`config.mk`:
```
export PLATFORM = sky130hd
export DESIGN_NAME = read_scan_ctrl
export DESIGN_NICKNAME = d
export VERILOG_FILES = /design/src/rtl/seq_pkg.sv /design/src/rtl/base_mismatch_count.sv /design/src/rtl/read_scan_ctrl.sv
export SDC_FILE = /design/constraint.sdc
export NUM_CORES = 1
export LEC_CHECK = 0
export CORE_MARGIN = 8
export CORE_UTILIZATION = 45
export CTS_BUF_LIST = sky130_fd_sc_hd__clkbuf_16
export DETAILED_ROUTE_END_ITERATION = 16
export PLACE_DENSITY = 0.73
export SLEW_MARGIN = 20
export SYNTH_ARGS = -nofsm -noshare
export SYNTH_HDL_FRONTEND = slang
export SYNTH_SLANG_ARGS = --single-unit
```
`constraint.sdc`:
```
create_clock -name clk -period 5.6 [get_ports clk]
set_input_delay 1.4 -clock clk [delete_from_list [all_inputs] [get_ports clk]]
set_output_delay 1.4 -clock clk [all_outputs]
set_load 0.02 [all_outputs]
```
`src/rtl/seq_pkg.sv`:
```
// Shared types for the short-read scan datapath: base codes and controller states.
package seq_pkg;

    typedef logic [1:0] base_t;

    localparam base_t BASE_A = 2'b00;
    localparam base_t BASE_C = 2'b01;
    localparam base_t BASE_G = 2'b10;
    localparam base_t BASE_T = 2'b11;

    typedef enum logic [1:0] {
        StIdle,
        StScan,
        StDrain,
        StDone
    } state_t;

endpackage

```
`src/rtl/base_mismatch_count.sv`:
```
// Combinational window-vs-read comparator: per-base mismatch bits and their popcount.
module base_mismatch_count
    import seq_pkg::*;
#(
    parameter int unsigned READ_LEN = 8,
    parameter int unsigned MW       = $clog2(READ_LEN + 1)
) (
    input  logic [2*READ_LEN-1:0] win,
    input  logic [2*READ_LEN-1:0] read_bases,
    output logic [MW-1:0]         mm
);

    base_t               diff [READ_LEN];
    logic [READ_LEN-1:0] mm_bits;

    // A base mismatches when either bit of its 2-bit code differs.
    always_comb begin
        mm_bits = '0;
        for (int j = 0; j < READ_LEN; j++) begin
            diff[j]    = base_t'(win[2*j +: 2] ^ read_bases[2*j +: 2]);
            mm_bits[j] = |diff[j];
        end
    end

    // Popcount of the mismatch bits.
    always_comb begin
        mm = '0;
        for (int j = 0; j < READ_LEN; j++) begin
            mm = mm + MW'(mm_bits[j]);
        end
    end

endmodule

```
`src/rtl/read_scan_ctrl.sv`:
```
// Scan sequencer: streams reference bases through a READ_LEN-wide window and
// reports every window position within MAX_MISMATCH of the loaded read.
module read_scan_ctrl
    import seq_pkg::*;
#(
    parameter int unsigned READ_LEN     = 8,
    parameter int unsigned MAX_MISMATCH = 1,
    parameter int unsigned ADDR_W       = 10,
    parameter int unsigned MW           = $clog2(READ_LEN + 1)
) (
    input  logic                  clk,
    input  logic                  rst_n,
    input  logic                  start,
    input  logic [2*READ_LEN-1:0] read_bases,
    input  logic [ADDR_W-1:0]     ref_len,
    output logic                  ref_rd,
    output logic [ADDR_W-1:0]     ref_addr,
    input  logic [1:0]            ref_base,
    output logic                  hit_valid,
    input  logic                  hit_ready,
    output logic [ADDR_W-1:0]     hit_pos,
    output logic [MW-1:0]         hit_mm,
    output logic                  busy,
    output logic                  done
);

    localparam logic [ADDR_W-1:0]     WIN_LEN    = ADDR_W'(READ_LEN);
    localparam logic [ADDR_W-1:0]     WIN_LEN_M1 = ADDR_W'(READ_LEN - 1);
    localparam logic [2*READ_LEN-1:0] WIN_CLEAR  = {READ_LEN{BASE_A}};

    state_t                state_q, state_d;
    logic [2*READ_LEN-1:0] read_q;
    logic [ADDR_W-1:0]     len_q;
    logic [ADDR_W-1:0]     addr_q, addr_d;
    logic [ADDR_W-1:0]     cnt_q, cnt_d;
    logic [2*READ_LEN-1:0] win_q, win_d;
    logic                  rd_q;
    logic                  skid_v_q, skid_v_d;
    base_t                 skid_q, skid_d;
    logic                  hit_v_q, hit_v_d;
    logic [ADDR_W-1:0]     pos_q, pos_d;
    logic [MW-1:0]         mm_q, mm_d;

    logic                  start_ok;
    base_t                 in_base;
    logic                  avail;
    logic                  shift_en;
    logic [2*READ_LEN-1:0] win_next;
    logic [ADDR_W-1:0]     cnt_inc;
    logic [MW-1:0]         win_mm;
    logic                  mm_ok;
    logic                  hit_load;

    assign start_ok = start && (state_q == StIdle);

    // The skid is older than anything on ref_base, so it is consumed first.
    assign in_base  = skid_v_q ? skid_q : base_t'(ref_base);
    assign avail    = skid_v_q || rd_q;
    assign shift_en = avail && (!hit_v_q || hit_ready);
    assign win_next = {in_base, win_q[2*READ_LEN-1:2]};
    assign cnt_inc  = cnt_q + 1'b1;
    assign mm_ok    = (32'(win_mm) <= MAX_MISMATCH);
    assign hit_load = shift_en && (cnt_inc >= WIN_LEN) && mm_ok;

    // The window is evaluated as it will look after this shift.
    base_mismatch_count #(
        .READ_LEN (READ_LEN),
        .MW       (MW)
    ) u_mm (
        .win        (win_next),
        .read_bases (read_q),
        .mm         (win_mm)
    );

    // Controller state register.
    always_ff @(posedge clk or negedge rst_n) begin
        if (!rst_n) begin
            state_q <= StIdle;
        end else begin
            state_q <= state_d;
        end
    end

    // Next state, read issue and status outputs.
    always_comb begin
        state_d = state_q;
        ref_rd  = 1'b0;
        busy    = 1'b0;
        done    = 1'b0;
        unique case (state_q)
            StIdle: begin
                if (start) begin
                    state_d = (ref_len == '0) ? StDone : StScan;
                end
            end
            StScan: begin
                busy = 1'b1;
                // Never issue while the skid holds a base or a hit is stalled:
                // at most one base can then be in flight, which the skid absorbs.
                ref_rd = (addr_q < len_q) && !skid_v_q && !(hit_v_q && !hit_ready);
                if (ref_rd && ((addr_q + 1'b1) == len_q)) begin
                    state_d = StDrain;
                end
            end
            StDrain: begin
                busy = 1'b1;
                if (!rd_q && !skid_v_q && !hit_v_q) begin
                    state_d = StDone;
                end
            end
            StDone: begin
                busy    = 1'b1;
                done    = 1'b1;
                state_d = StIdle;
            end
            default: state_d = StIdle;
        endcase
    end

    // Next-state logic for address, window, skid and hit register.
    always_comb begin
        addr_d   = addr_q;
        cnt_d    = cnt_q;
        win_d    = win_q;
        skid_v_d = skid_v_q;
        skid_d   = skid_q;
        hit_v_d  = hit_v_q;
        pos_d    = pos_q;
        mm_d     = mm_q;

        if (start_ok) begin
            addr_d   = '0;
            cnt_d    = '0;
            win_d    = WIN_CLEAR;
            skid_v_d = 1'b0;
        end else begin
            if (ref_rd) begin
                addr_d = addr_q + 1'b1;
            end
            if (shift_en) begin
                win_d = win_next;
                cnt_d = cnt_inc;
            end
            if (skid_v_q) begin
                if (shift_en) begin
                    skid_v_d = rd_q;
                    skid_d   = base_t'(ref_base);
                end
            end else if (rd_q && !shift_en) begin
                skid_v_d = 1'b1;
                skid_d   = base_t'(ref_base);
            end
        end

        // A load can coincide with the transfer of the previous hit.
        if (hit_load) begin
            hit_v_d = 1'b1;
            pos_d   = cnt_q - WIN_LEN_M1;
            mm_d    = win_mm;
        end else if (hit_v_q && hit_ready) begin
            hit_v_d = 1'b0;
        end
    end

    // Datapath registers.
    always_ff @(posedge clk or negedge rst_n) begin
        if (!rst_n) begin
            read_q   <= '0;
            len_q    <= '0;
            addr_q   <= '0;
            cnt_q    <= '0;
            win_q    <= WIN_CLEAR;
            rd_q     <= 1'b0;
            skid_v_q <= 1'b0;
            skid_q   <= BASE_A;
            hit_v_q  <= 1'b0;
            pos_q    <= '0;
            mm_q     <= '0;
        end else begin
            if (start_ok) begin
                read_q <= read_bases;
                len_q  <= ref_len;
            end
            addr_q   <= addr_d;
            cnt_q    <= cnt_d;
            win_q    <= win_d;
            rd_q     <= ref_rd;
            skid_v_q <= skid_v_d;
            skid_q   <= skid_d;
            hit_v_q  <= hit_v_d;
            pos_q    <= pos_d;
            mm_q     <= mm_d;
        end
    end

    assign ref_addr  = addr_q;
    assign hit_valid = hit_v_q;
    assign hit_pos   = pos_q;
    assign hit_mm    = mm_q;

endmodule

```
==> results.md, run 1 <==
- Worst slew pin tran: between 1 and 1.5 ns
- Final ANT Viol Nets: 0
- WL final: around 10,000 um
- Post-CTS setup buffer count: 0
- Count leader, synth: nand2_1
- Initial core utilization: 46.0%
- Area growth, synth to finish: 21.3%
- Clock Path Buffers: 2
- Worst-skew pair later-pin latency: approximately 0.34 ns
- Clock transition at path regs: 0.06 ns
- Adder-cell share of the synthesized area: about 7.7%
- Syn Area/Cell: ~9.4 um2
- Logic pwr share: a little under 50%
- Outcome: finished, final reports clean
- Number of I/O pins: 60
- Core Rows: 36
- Final slew viol count: 0
- Setup TNS: 0 ns
- Max Fclk: 200 MHz
- Final min period: about 5.0 ns
- Hold Vio Cnt, Final: 0
- Synth Flop Type: dfrtp_1
- Crit. End Element: output pin
- Gate Count Post-Synth: about 480
- Cts repair resizes: 0
- TritonCTS Sinks: a little over 80
- Port Buffers: around 60
- Sw Share: just over 40%
- H-tree depth: 3
- Die area: around 13,000 um2
- Hold-fix buffers at CTS: 0
- Nets@finish: 585
- GP Congestion: ~0.85
- Routed vias: 3,479
- Worst slew margin: 29.4%
- Tot GR Track Use: 16.3%
- DRC: 0
- Fillers: around 860
- Antenna violations before repair: 0
- Crit-path max FO: 4
- EDFF count, synth: 0
- Die width: 115 um
- Root buffer cell: clkbuf_16
- Int Pwr: ~1.7 mW
- Clock power frac: between 15 and 20%
- Mapped Area: 4450 um2
- Synth Area in Compound Gates: around 8%
- N_diodes: 0
- Synth Area in Simple Gates: 19.2%
- Die Span Y: between 100 and 150 um
- Sw Pwr: approximately 1.2 mW
- Asr flop ratio synth: between 90% and 100%
- Syn nets: between 500 and 600
- Crit share post-route: approximately 89%
- Critical Path AT: between 3 and 4 ns
- Initial DRC count: about 240
- Top-area cell type share of the netlist area: 45.5%
- CTS Buf Count: 9
- Lkg Pwr: between 2 and 2.5 nW
- Fraction of layout cells with a size suffix above 1: around 6.8%
- Core ar.: between 9000 and 10,000 um2
- Synth Warn #: 0
- WL/cell: ~15 um
- WHS: 0.486 ns
- Flops & latches, synth: 81
- Initial DRT Pass Iterations: 5
- TritonCTS clock tree: done
- Grt total ovfl: 0
- Hold Path Class: flop to flop
- Post-synthesis xor/xnor area fraction: between 10% and 20%
- Max IR drop VDD: between 0.3 and 0.4 mV
- Top cell type by total area after synthesis: dfrtp_1
- Number of global-route vias before repair: roughly 3,600
- Clock Skew: between 0.005 and 0.006 ns
- Synth top area cells: dfrtp_1 46%, nand2_1 9.4%, xnor2_1 7.1%
- Final setup viols: 0
- Pwr dens: between 500 and 600 nW/um2
- Crit path launch type: input pin
- Unrepaired setup endpoints after global routing: false
- DR vias/cell: about 5.2
- Global-route wire length before repair: 17,000 um
- Multiplexer area fraction after synthesis: between 4 and 5%
- Crit path required time: 4.20 ns
- Flop pwr share: 32.7%
- Largest net degree at the start of global routing: 82
- CP Class: input pin to output pin
- Detailed Place HPWL: approximately 7200 um
- Sequential fraction of the synthesis area: 45.5%
- Max_cap viols: 0
- Largest family of logic cells by synthesized area: simple AND/OR/NAND/NOR gates
- Post-synth top cells: 112 x nand2_1, 81 x dfrtp_1, 36 x xnor2_1
- Distinct cells, synth: 47
[cells by family (layout without fill, tap and decap cells)]
logic type | Yosys count | in the layout
muxes | 18 | 18
xor gates and xnor gates | 54 | 54
and+or+nand+nor | 196 | 196
adders and majority gates | 25 | 25
DFF | 81 | 81
buffers and inverters | 41 | 99
AOI/OAI and AO/OA | 60 | 60
[power groups by stage]
stage / sequential [mW] / clock [mW] / combinational, mW
after floorplan: 0.963 / 0 / 0.990
after global placement: 0.962 / 0 / 1.36
after detailed placement: 0.968 / 0 / 1.47
after CTS: 0.960 / 0.534 / 1.48
after global routing: 0.986 / 0.563 / 1.66
final: 0.962 / 0.528 / 1.45
[cell type report]
type | count | area (um2) | share of cell area [%]
Clock buffer | 9 | 225 | 4.17
Inverter | 20 | 75.1 | 1.39
Timing Repair Buffer | 63 | 622 | 11.5
Sequential cell | 81 | 2030 | 37.6
Clock inverter | 7 | 37.5 | 0.695
Multi-Input combinational cell | 353 | 2240 | 41.6
Tap cell | 133 | 166 | 3.08
[sequential cells by signal, summed over array words and instances (netlist names)]
register,flops
cnt_q,10
hit_mm,4
hit_pos,10
hit_valid,1
len_q,10
rd_q,1
read_q,16
ref_addr,10
skid_q,2
skid_v_q,1
state_q,2
win_q,14
[cells in the final DEF, fill, tap and decap left out, drive strengths merged, types with 6 or more instances in the layout]
master,netlist,final
xnor2,36,36
nor2,33,33
mux2,12,12
xor2,18,18
a21oi,21,21
clkbuf,14,9
o21ai,20,20
mux2i,6,6
clkdlybuf4s50,0,58
inv,20,20
ha,21,21
nor3,13,13
nand3,6,6
dfrtp,81,81
nand2,112,112
[metal layers]
| layer | share of wire, % | track usage, % | wire (um) | vias up |
|---|---|---|---|---|
| met5 | 0 | 0 | 0 | - |
| met4 | 1.8 | 7.27 | 180 | 0 |
| met3 | 5.2 | 4.17 | 531 | 11 |
| met2 | 49 | 27.4 | 5010 | 102 |
| met1 | 44 | 19.3 | 4420 | 1683 |
| li1 | - | - | - | 1683 |
[worst max-delay path, stage by stage]
cell	delay, ns
clkdlybuf4s50_1	0.52
nor2b_1	0.10
a2111oi_0	0.47
nand2_1	0.14
nor2_1	0.29
clkdlybuf4s50_1	0.68
[metrics by stage]
step	power [mW]	util [%]	area (um2)	instances	setup slack (ns)
2_1_floorplan	1.95	-	4450	475	1.29
3_3_place_gp	2.33	53.0	5130	650	0.663
3_5_place_dp	2.44	53.0	5130	650	0.512
4_1_cts	2.97	55.7	5390	666	0.590
5_1_grt	3.21	55.7	5400	666	0.499
6_report	2.94	55.7	5400	666	0.605
[worst paths after layout]
check / start / end / slack [ns] / cells after the start
max in group asynchronous: rst_n / len_q[4] / 3.97 / 1
hold reg to reg: hit_mm[1] / hit_mm[1] / 0.49 / 1
min in group asynchronous: rst_n / ref_addr[5] / 1.08 / 1
hold / removal: hit_mm[1] / hit_mm[1] / 0.49 / 1
setup reg to reg: read_q[1] / hit_pos[7] / 1.24 / 13
setup / recovery: hit_ready / ref_rd / 0.60 / 6
Power figures use the tool's default switching activity.
==> inputs of run 2 (changes only) <==
--- a/config.mk
+++ b/config.mk
@@ -9,8 +9,10 @@
 export CORE_UTILIZATION = 45
 export CTS_BUF_LIST = sky130_fd_sc_hd__clkbuf_16
 export DETAILED_ROUTE_END_ITERATION = 16
+export GPL_ROUTABILITY_DRIVEN = 0
 export PLACE_DENSITY = 0.73
 export SLEW_MARGIN = 20
 export SYNTH_ARGS = -nofsm -noshare
 export SYNTH_HDL_FRONTEND = slang
 export SYNTH_SLANG_ARGS = --single-unit
+export TNS_END_PERCENT = 5
==> results of run 2 <==
The final DEF is identical to that of run 1; final timing and power are the same.
